File: config.mk
export PLATFORM = sky130hd
export DESIGN_NAME = router_out_reader
export DESIGN_NICKNAME = d
export VERILOG_FILES = /design/src/rtl/router_pkg.sv /design/src/rtl/router_parity_acc.sv /design/src/rtl/router_out_reader.sv
export SDC_FILE = /design/constraint.sdc
export NUM_CORES = 1
export LEC_CHECK = 0
export BUFFER_PORTS_ARGS = -buffer_cell sky130_fd_sc_hd__buf_2
export CORE_MARGIN = 1.5
export CORE_UTILIZATION = 60
export DETAILED_ROUTE_END_ITERATION = 6
export GPL_TIMING_DRIVEN = 0
export PLACE_DENSITY_LB_ADDON = 0.15
export SETUP_SLACK_MARGIN = 0.15
export SYNTH_ARGS = -nofsm -noshare
export SYNTH_HDL_FRONTEND = slang
export SYNTH_SLANG_ARGS = --single-unit
File: constraint.sdc
create_clock -name clock -period 6 [get_ports clock]
set_input_delay 1.2 -clock clock [delete_from_list [all_inputs] [get_ports clock]]
set_output_delay 1.2 -clock clock [all_outputs]
set_load 0.01 [all_outputs]
File: src/rtl/router_pkg.sv
// Shared definitions for the router output-port read side: the read FSM
// state type, header field positions and the length-field extractor.
package router_pkg;

  typedef enum logic [2:0] {
    IDLE,
    HDR,
    PLD,
    PAR,
    CHK
  } rd_state_t;

  localparam int LEN_MSB         = 7;
  localparam int LEN_LSB         = 2;
  localparam int ADDR_MSB        = 1;
  localparam int SOFT_RST_CYCLES = 30;
  localparam int MAX_PAYLOAD     = 63;
  localparam int WAIT_CNT_MAX    = 31;

  // Payload length L carried in the header byte.
  function automatic logic [5:0] hdr_len(input logic [7:0] hdr);
    return hdr[LEN_MSB:LEN_LSB];
  endfunction

endpackage

File: src/rtl/router_parity_acc.sv
// Byte-wise XOR parity accumulator. The header seeds it, payload bytes fold
// in, and match compares the running value against the parity byte on din.
module router_parity_acc #(
  parameter int DATA_W = 8
) (
  input  logic              clock,
  input  logic              reset,
  input  logic              clear,
  input  logic              load,
  input  logic              accumulate,
  input  logic [DATA_W-1:0] din,
  output logic [DATA_W-1:0] acc,
  output logic              match
);

  // Accumulator register: clear beats load, load beats accumulate.
  always_ff @(posedge clock or posedge reset) begin
    if (reset)           acc <= '0;
    else if (clear)      acc <= '0;
    else if (load)       acc <= din;
    else if (accumulate) acc <= acc ^ din;
  end

  assign match = (acc == din);

endmodule

File: src/rtl/router_out_reader.sv
// Read-side controller for one router output port. Pulls one whole packet
// (header, L payload bytes, parity) from the destination FIFO, presents it
// beat by beat with start/end markers, and reports the parity verdict.
// A soft reset from the synchronizer drops the packet in flight.
module router_out_reader
  import router_pkg::*;
#(
  parameter int DATA_WIDTH  = 8,
  parameter int WARN_THRESH = 24
) (
  input  logic                  clock,
  input  logic                  reset,
  input  logic                  vld_out,
  input  logic                  soft_rst,
  input  logic [DATA_WIDTH-1:0] fifo_dout,
  input  logic                  rx_ready,
  output logic                  read_enb,
  output logic [DATA_WIDTH-1:0] rx_data,
  output logic                  rx_valid,
  output logic                  rx_sop,
  output logic                  rx_eop,
  output logic                  pkt_done,
  output logic                  parity_err,
  output logic                  pkt_abort,
  output logic                  stall_warn
);

  localparam logic [4:0] WARN_CNT = 5'(WARN_THRESH);
  localparam logic [4:0] SAT_CNT  = 5'(WAIT_CNT_MAX);

  rd_state_t       state, state_nxt;
  logic            rd_q, sop_q, eop_q;
  logic [5:0]      len;
  logic [6:0]      issued, limit;
  logic [4:0]      wait_cnt;
  logic            active, abort;
  logic            hdr_beat, pld_beat, par_beat;
  logic [DATA_WIDTH-1:0] acc;
  logic            acc_match;

  assign active   = (state != IDLE);
  assign abort    = soft_rst & active;
  assign hdr_beat = rd_q & sop_q & ~soft_rst;
  assign par_beat = rd_q & eop_q & ~soft_rst;
  assign pld_beat = rd_q & ~sop_q & ~eop_q & ~soft_rst;

  // State register.
  always_ff @(posedge clock or posedge reset) begin
    if (reset) state <= IDLE;
    else       state <= state_nxt;
  end

  // Next-state logic; an abort from any busy state returns to IDLE.
  always_comb begin
    state_nxt = state;
    unique case (state)
      IDLE: if (vld_out) state_nxt = HDR;
      HDR:  if (hdr_beat)
              state_nxt = (hdr_len(fifo_dout[LEN_MSB:0]) == 6'd0) ? PAR : PLD;
      PLD:  if (read_enb && (issued == {1'b0, len})) state_nxt = PAR;
      PAR:  if (read_enb) state_nxt = CHK;
      CHK:  if (par_beat) state_nxt = IDLE;
      default: state_nxt = IDLE;
    endcase
    if (abort) state_nxt = IDLE;
  end

  // Read strobe: issue while the current phase still owes bytes. The limit
  // counts the header, so PLD stops at L+1 and PAR at L+2 reads.
  always_comb begin
    limit = 7'd0;
    unique case (state)
      HDR:     limit = 7'd1;
      PLD:     limit = {1'b0, len} + 7'd1;
      PAR:     limit = {1'b0, len} + 7'd2;
      default: limit = 7'd0;
    endcase
    read_enb = vld_out & rx_ready & ~soft_rst & (issued < limit);
  end

  // Beat tags and byte bookkeeping travelling one cycle behind read_enb.
  always_ff @(posedge clock or posedge reset) begin
    if (reset) begin
      rd_q   <= 1'b0;
      sop_q  <= 1'b0;
      eop_q  <= 1'b0;
      issued <= '0;
      len    <= '0;
    end else begin
      rd_q  <= read_enb;
      sop_q <= read_enb & (state == HDR);
      eop_q <= read_enb & (state == PAR);
      if (abort) begin
        issued <= '0;
        len    <= '0;
      end else begin
        if (state == IDLE) issued <= '0;
        else if (read_enb) issued <= issued + 7'd1;
        if (hdr_beat) len <= hdr_len(fifo_dout[LEN_MSB:0]);
      end
    end
  end

  // Completion, parity verdict and abort pulses, one cycle after the cause.
  always_ff @(posedge clock or posedge reset) begin
    if (reset) begin
      pkt_done   <= 1'b0;
      parity_err <= 1'b0;
      pkt_abort  <= 1'b0;
    end else begin
      pkt_done   <= par_beat;
      parity_err <= par_beat & ~acc_match;
      pkt_abort  <= abort;
    end
  end

  // Starvation counter: data waiting but no read going out.
  always_ff @(posedge clock or posedge reset) begin
    if (reset)                                wait_cnt <= '0;
    else if (soft_rst || !vld_out || read_enb) wait_cnt <= '0;
    else if (wait_cnt != SAT_CNT)             wait_cnt <= wait_cnt + 5'd1;
  end

  assign stall_warn = (wait_cnt >= WARN_CNT);

  router_parity_acc #(
    .DATA_W(DATA_WIDTH)
  ) u_parity (
    .clock      (clock),
    .reset      (reset),
    .clear      (abort),
    .load       (hdr_beat),
    .accumulate (pld_beat),
    .din        (fifo_dout),
    .acc        (acc),
    .match      (acc_match)
  );

  assign rx_valid = rd_q & ~soft_rst;
  assign rx_sop   = rx_valid & sop_q;
  assign rx_eop   = rx_valid & eop_q;
  assign rx_data  = rx_valid ? fifo_dout : '0;

endmodule

* After elaboration in Yosys (flattened, before gate mapping)
Index checks and enable logic that the tools add are counted.
** Storage, ports and cells
- Bits in registers :: 35
- Input port bits :: 13
- Word-level logic and storage cells :: 83
- Output and inout port bits :: 16
** Cells by class
- Add/sub/neg operators :: 4
- Reduce and logical (&&, ||, !) cells :: 12
- Order comparisons :: 2
- Bitwise operators :: 22
- Multiplexer cells :: 20
- Eq/ne operators :: 12
** Operators by type and width (count)
- $mux 8 :: 4
- $mux 7 :: 3
- $pmux 7 s3 :: 1
- $mux 3 :: 6
- $and 1x1->1 :: 17
- $ne 3x3->1 const B :: 5
- $pmux 3 s5 :: 1
- $mux 6 :: 2
- $mux 5 :: 2
- $reduce_bool 3->1 :: 3
- $eq 8x8->1 :: 1
- $xor 8x8->8 :: 1
- $add 6x1->7 const B :: 1
- $add 6x2->7 const B :: 1
- $add 7x1->7 const B :: 1
- $eq 7x6->1 :: 1
- $lt 7x7->1 :: 1
- $eq 3x2->1 const B :: 2
- $logic_not 6->1 :: 1
- $add 5x1->5 const B :: 1
- $ge 5x5->1 const B :: 1
- $ne 5x5->1 const B :: 1
- $reduce_and 5->1 :: 1
- $not 1->1 :: 4
- 8 further kinds :: 10

* Logic depth before layout (Yosys ltp)
Gate-level depths: netlist of run 1.
- Word-level depth :: 8
- Mapped depth :: 13
- Mapped depth without buffers :: 11

* Modules after synthesis
Synthesis of run 1 repeated with hierarchy kept, for this count alone.
** Unflattened totals
- Cells, all modules :: 254
- Area, all modules :: 2314.7 um^2
** By module, submodules not included
- router_out_reader :: area an instance 1783.0 um^2, times used 1, cells an instance 191, sequential area each 675.6 um^2
- router_parity_acc :: area an instance 531.8 um^2, times used 1, cells an instance 63, sequential area each 200.2 um^2

* Least setup slack after synthesis of run 1
No wires, ideal clock.
- Path kind :: register -> output
- Start :: register state[0]
- End :: output port read_enb
- Path buffers :: 3
- Cell stages (with the launch flop) :: 11
- Required time :: 4800 ps
- Setup slack :: 2536 ps
- Arrival time :: 2264 ps
- Cells stage by stage :: dfrtp_1 buf_2 buf_1 nand2_1 o21ai_0 nand2_1 ha_1 a2111oi_0 a211oi_2 nor2_1 buf_4
** Between the ends
- Longest elaborated chain between the ends :: 4
- Elaborated cells on any way between the ends :: 6
- Those cells by class :: 1 x order compare; 3 x eq/ne; 1 x mux; 1 x bitwise
** RTL lines
- start: declaration :: RTL line router_out_reader.sv:31 : rd_state_t state, state_nxt;
- start signal: assignment :: RTL line router_out_reader.sv:50 : else state <= state_nxt;
- $eq 3x2->1 / $eq 3x1->1 (equally long branches) :: RTL line router_out_reader.sv:72 : unique case (state)
- $pmux 7 s3 (*) :: RTL line router_out_reader.sv:72
- $lt 7x7->1 (*) :: RTL line router_out_reader.sv:78 : read_enb = vld_out & rx_ready & ~soft_rst & (issued < limit);
- $and 1x1->1 (*) :: RTL line router_out_reader.sv:78
- end: declaration :: RTL line router_out_reader.sv:17 : output logic read_enb,
Mark *: on every way between the ends. The rest lies on a longest branch, timed or not.

* Worst setup path in the final report of run 1
Same ends and word-level chain as after synthesis.

==> results of run 1 <==
## report_power, final
group | switching [mW] | internal [mW] | total (mW)
combinational | 0.124 | 0.0739 | 0.198
sequential | 0.0177 | 0.256 | 0.274
clock | 0.0793 | 0.0814 | 0.161
total | 0.221 | 0.411 | 0.632
## worst max-delay path, cell delays in order (launching register included)
cell and delay [ns]:
dfrtp_1 0.32, buf_2 0.20, buf_1 0.37, nand2_1 0.08, o21ai_0 0.10, nand2_1 0.09, ha_1 0.30, a2111oi_0 0.53
a211oi_2 0.24, nor2_1 0.22, buf_4 0.22, buf_2 0.15
## layout make-up
class | instances | area (µm²)
timing repair buffer | 28 | 140.1
buffer | 12 | 58.81
sequential | 35 | 875.8
clock buffer | 7 | 76.32
tap | 48 | 60.06
fill | 319 | 1099
inverter | 10 | 37.54
multi-input combinational | 201 | 1281
clock inverter | 1 | 5.005
## flip-flops by register name, summed over array words and instances (netlist names)
signal / cells
wait_cnt: 5
parity_err: 1
len: 6
pkt_abort: 1
issued: 7
rd_q: 1
sop_q: 1
state: 3
pkt_done: 1
eop_q: 1
u_parity.acc: 8
## per-layer routing
layer  global-route usage, %  wire length, µm
met3                   5.458              166
met2                   39.19             2217
met1                   35.05             2247
met4                   9.309               85
met5                       0                0
## synth_stat cells (all sizes together)
cell     count  area, µm²
ha          12      150.1
o311ai       1      8.760
nand2       29      108.9
nand3        4      20.02
clkbuf       7      26.28
nor2b        2      12.51
a21boi       1      7.510
xor2        14      122.6
or4b         1      10.01
clkinv       1      3.750
buf          5      32.53
a21oi       25      125.1
inv          9      33.78
nand2b       4      32.53
and2         9      56.30
and3         2      12.51
o31ai        1      7.510
nor3        11      55.05
a2111oi      2      36.29
o21a         2      15.01
nand4        4      25.02
nand4b       1      8.760
or2          1      6.260
nor2        23      86.33
mux2i        4      40.04
xnor2       13      113.9
or4          1      7.510
nor4         4      25.02
a221oi       1      8.760
nor3b        1      7.510
dfrtp       35      875.8
o2111ai      1      8.760
a22oi        1      7.510
and4         1      8.760
a211oi       1      12.51
o211ai       1      7.510
o32ai        1      8.760
o21ai       21      108.9
o41ai        1      8.760
## logic make-up (layout without fill, tap and decap cells)
group,Yosys count,count (layout),synth area share (%)
compound gates,60,60,16.49
xor+xnor,27,27,10.49
fa+ha+maj,12,12,6.663
buf+inv,22,58,4.275
flops,35,35,38.87
mux,4,4,1.777
simple gates,98,98,21.43
## placed cells by master (no fill, tap or decap), types with 9 or more instances in the layout
cell type and count:
and2_1 9, xor2_1 14, buf_2 30, nand2_1 29, xnor2_1 13, nor2_1 23, o21ai_0 20, nor3_1 11
ha_1 12, a21oi_1 25, dfrtp_1 35, clkbuf_1 9
## final timing paths
check	slack, ns	from	to
max	1.69	state[0]$_DFFE_PP0P_	read_enb
min	0.58	u_parity.acc[2]$_DFFE_PP0P_	u_parity.acc[2]$_DFFE_PP0P_
max reg2reg	2.96	state[0]$_DFFE_PP0P_	state[2]$_DFFE_PP0P_
min reg2reg	0.58	u_parity.acc[2]$_DFFE_PP0P_	u_parity.acc[2]$_DFFE_PP0P_
max in group asynchronous	4.49	reset	len[5]$_DFFE_PP0P_
min in group asynchronous	1.04	reset	state[1]$_DFFE_PP0P_
## metrics by stage
stage	setup WS [ns]	std cells	area [µm²]	util [%]	power, mW
after floorplan	2.536	258	2253	-	0.4228
after global placement	2.036	334	2454	67.53	0.4722
after detailed placement	2.041	334	2454	67.53	0.4738
after CTS	1.725	342	2535	69.77	0.6356
after global routing	1.337	342	2535	69.77	0.6733
final	1.686	342	2535	69.77	0.6322
==> impl_metrics.toml, run 1 <==
[floorplan]
die_w_um = 64.29
start_util_pct = 62.02
ios = 29
core_um2 = 3633
chipHeight_um = 64.29
die_area_um2 = 4133
fp-row-count = 22

[cts]
clk_latency_ns = 0.28
post_cts_buffers = 0
h-tree-depth = 2
cts_resized = 0
cts_tree = "yes"
root_buffer = "clkbuf_8"
cts.sinks = 35
cts_hold_buf = 0
numCtsBuffers = 5
clkTransAtPathRegs_ns = 0.07
clockBufferDepth = 2

[sta]
rsz0062_at_grt = "false"
tightest_slew_ns = 0.7339
slew_viol_final = 0
slew_headroom_pct = 51.00
fin_skew_ns = 0.008026
period_share_pct = 71.89
finalHoldViolations = 0
holdWs_ns = 0.5763
period_needed_ns = 4.314
finalSetupTns_ns = 0
finalSetupViolations = 0
fmax_mhz = 231.8

[drt]
drt_pass1_iterations = 4
post_drt_wl_per_cell_um = 13.79
drc = 0
drt_iter0_drc = 116
wl_um = 4716
via_per_inst = 5.570
vias = 1905
postRouteAntennaNets = 0

[power]
vdd_drop_max_mv = 0.1882
p_leak_nw = 1.165
powerDensity_nw_per_um2 = 249.4

[min_path]
hold_depth = 2
hold_class = "flop to flop"

[global_route]
gr-total-overflow = 0
grt_use_total_pct = 25.33
grt_max_degree = 36
grt_pass1_vias = 1809
grt_pass1_wl_um = 8114
antenna_found_initial = 0

[worst_setup_path]
arrival_ns = 3.11
crit_path_start_kind = "flop"
crit_fanout = 11
end_kind = "output port"
worstSetupPathType = "flop to output port"
rr_worst_depth = 12
required_ns = 4.80

[synthesis]
ys_warn_count = 0
yosysSeqAreaShare_pct = 38.87
avgSynthCellArea_um2 = 8.734
ys_ff_latch = 35
netlist_instances = 258
synth_nets = 283
synth_area_um2 = 2253
synthDistinctLibCells = 45

[placement]
dpl.hpwl_um = 3417
place_congestion = 0.8379
io_buffers = 28

[cells_and_area]
antenna-diode-count = 0
layout.nets = 318
area_delta_synth_final_pct = 12.49
drive_gt1_share_pct = 15.31

[status]
status = "completed"

[run]
maxCapViolCount = 0
(Power assumes the default switching activity.)
==> inputs of run 2 (changes only) <==
- CORE_UTILIZATION: 60 -> 58
- clock period: 6 -> 4.15 ns (I/O delays scaled with it)
==> run 2 against run 1 <==
Hold slack got worse by 0.0080 ns. Utilization down 0.91 points. Die area rose by 3.3%. Sequential power grew 45%. Via count rose by 0.16%. Routed wire length decreased by 0.32%. Combinational power increased by 46%. Register-to-register slack worse by 1.7 ns. First-iteration DRC count fell by 16%. Critical endpoint unchanged. Largest cell class unchanged.
==> impl_metrics.toml, run 2 (synthesis gave the netlist of run 1 again) <==
[power]
p_leak_nw = 1.168
vdd_drop_max_mv = 0.3261
powerDensity_nw_per_um2 = 362.7

[global_route]
gr-total-overflow = 0
antenna_found_initial = 0
grt_max_degree = 36
grt_use_total_pct = 24.94
grt_pass1_wl_um = 8211
grt_pass1_vias = 1864

[floorplan]
fp-row-count = 22
die_w_um = 65.33
ios = 29
die_area_um2 = 4268
chipHeight_um = 65.33
core_um2 = 3689
start_util_pct = 61.09

[sta]
tightest_slew_ns = 0.7230
slew_viol_final = 0
rsz0062_at_grt = "false"
fmax_mhz = 262.1
fin_skew_ns = 0.01044
finalSetupTns_ns = 0
finalHoldViolations = 0
finalSetupViolations = 0
period_share_pct = 91.95
period_needed_ns = 3.816
slew_headroom_pct = 51.73

[worst_setup_path]
worstReg2RegStart = "len[0]$_DFFE_PP0P_"
crit_path_start_kind = "flop"
worstSetupPathType = "flop to output port"
rr_worst_depth = 11
r2r_setup_slack_ns = 1.27
end_kind = "output port"
crit_fanout = 11
arrival_ns = 2.99
required_ns = 3.32
r2r-end = "state[2]$_DFFE_PP0P_"

[placement]
place_congestion = 0.8162
place_area_um2 = 2454
io_buffers = 28
dpl.hpwl_um = 3394

[drt]
wl_um = 4701
drc = 0
post_drt_wl_per_cell_um = 13.75
vias = 1908
postRouteAntennaNets = 0
drt_pass1_iterations = 4
via_per_inst = 5.579
drt_iter0_drc = 97

[cts]
cts_tree = "yes"
clockBufferDepth = 2
cts_hold_buf = 0
cts_resized = 0
cts.sinks = 35
post_cts_buffers = 0
root_buffer = "clkbuf_8"
h-tree-depth = 2
clkTransAtPathRegs_ns = 0.07
numCtsBuffers = 5
clk_latency_ns = 0.29

[cells_and_area]
antenna-diode-count = 0
multiInputGateArea_um2 = 1285
largest_register_ffs = 8
nFillCells = 321
area_delta_synth_final_pct = 12.72
design_area_um2 = 2540
layout_common_cells = "35 x dfrtp_1, 30 x buf_2, 29 x nand2_1"
layout_commonest_cell = "dfrtp_1"
reg_top3 = "u_parity.acc x8, issued x7, len x6"
layout.nets = 318
regArea_um2 = 875.8
regMostFlops = "u_parity.acc"
drive_gt1_share_pct = 15.99

[status]
status = "completed"

[min_path]
min_to = "u_parity.acc[0]$_DFFE_PP0P_"
min-delay-start = "u_parity.acc[0]$_DFFE_PP0P_"
hold_depth = 2
hold_class = "flop to flop"

[run]
maxCapViolCount = 0
run 2: critical path, stage by stage (launching register included):
cell and delay (ns):
dfrtp_1 0.45, ha_1 0.25, xnor2_1 0.12, o21ai_0 0.18
nand2_1 0.08, ha_1 0.30, a2111oi_1 0.48, a211oi_2 0.22
nor2_1 0.23, buf_4 0.23, buf_2 0.15
run 2: cell type report:
type | instances | share of cell area [%]
Buffer | 12 | 2.365
Clock buffer | 7 | 3.005
Clock inverter | 1 | 0.1970
Inverter | 10 | 1.478
Multi-Input combinational cell | 201 | 50.59
Sequential cell | 35 | 34.48
Tap cell | 48 | 2.365
Timing Repair Buffer | 28 | 5.517
run 2: power by group:
part	total [mW]	internal, mW	switching (mW)
clock network	0.235	0.118	0.118
registers	0.396	0.370	0.0253
logic	0.290	0.109	0.181
run 2: how the worst max path moves through the flow:
stage                               from        to  slack [ns]  cells after the start
finish                len[0]$_DFFE_PP0P_  read_enb        0.33                     10
global route          len[0]$_DFFE_PP0P_  read_enb        0.16                     10
CTS                 state[0]$_DFFE_PP0P_  read_enb        0.16                     11
detailed placement  state[0]$_DFFE_PP0P_  read_enb        0.48                     11
global placement    state[0]$_DFFE_PP0P_  read_enb        0.53                     11
floorplan           state[0]$_DFFE_PP0P_  read_enb        1.06                     10
run 2: metal layers:
| layer | vias to the layer above | global-route usage (%) | routed length, µm |
|---|---|---|---|
| met5 | - | 0 | 0 |
| met4 | 0 | 8.073 | 61 |
| met3 | 6 | 6.507 | 178 |
| met2 | 31 | 40.69 | 2177 |
| met1 | 905 | 32.40 | 2284 |
| li1 | 966 | - | - |
run 2: per-stage QoR:
step | std cells | utilization [%] | power (mW) | hold slack [ns] | worst slack, ns
5_1_grt | 342 | 68.86 | 0.9774 | 0.5955 | 0.1574
6_report | 342 | 68.86 | 0.9212 | 0.5683 | 0.3340
2_1_floorplan | 258 | - | 0.6112 | 0.5146 | 1.056
4_1_cts | 342 | 68.72 | 0.9203 | 0.5737 | 0.1581
3_3_place_gp | 334 | 66.52 | 0.6821 | 0.5614 | 0.5323
3_5_place_dp | 334 | 66.52 | 0.6862 | 0.5645 | 0.4784
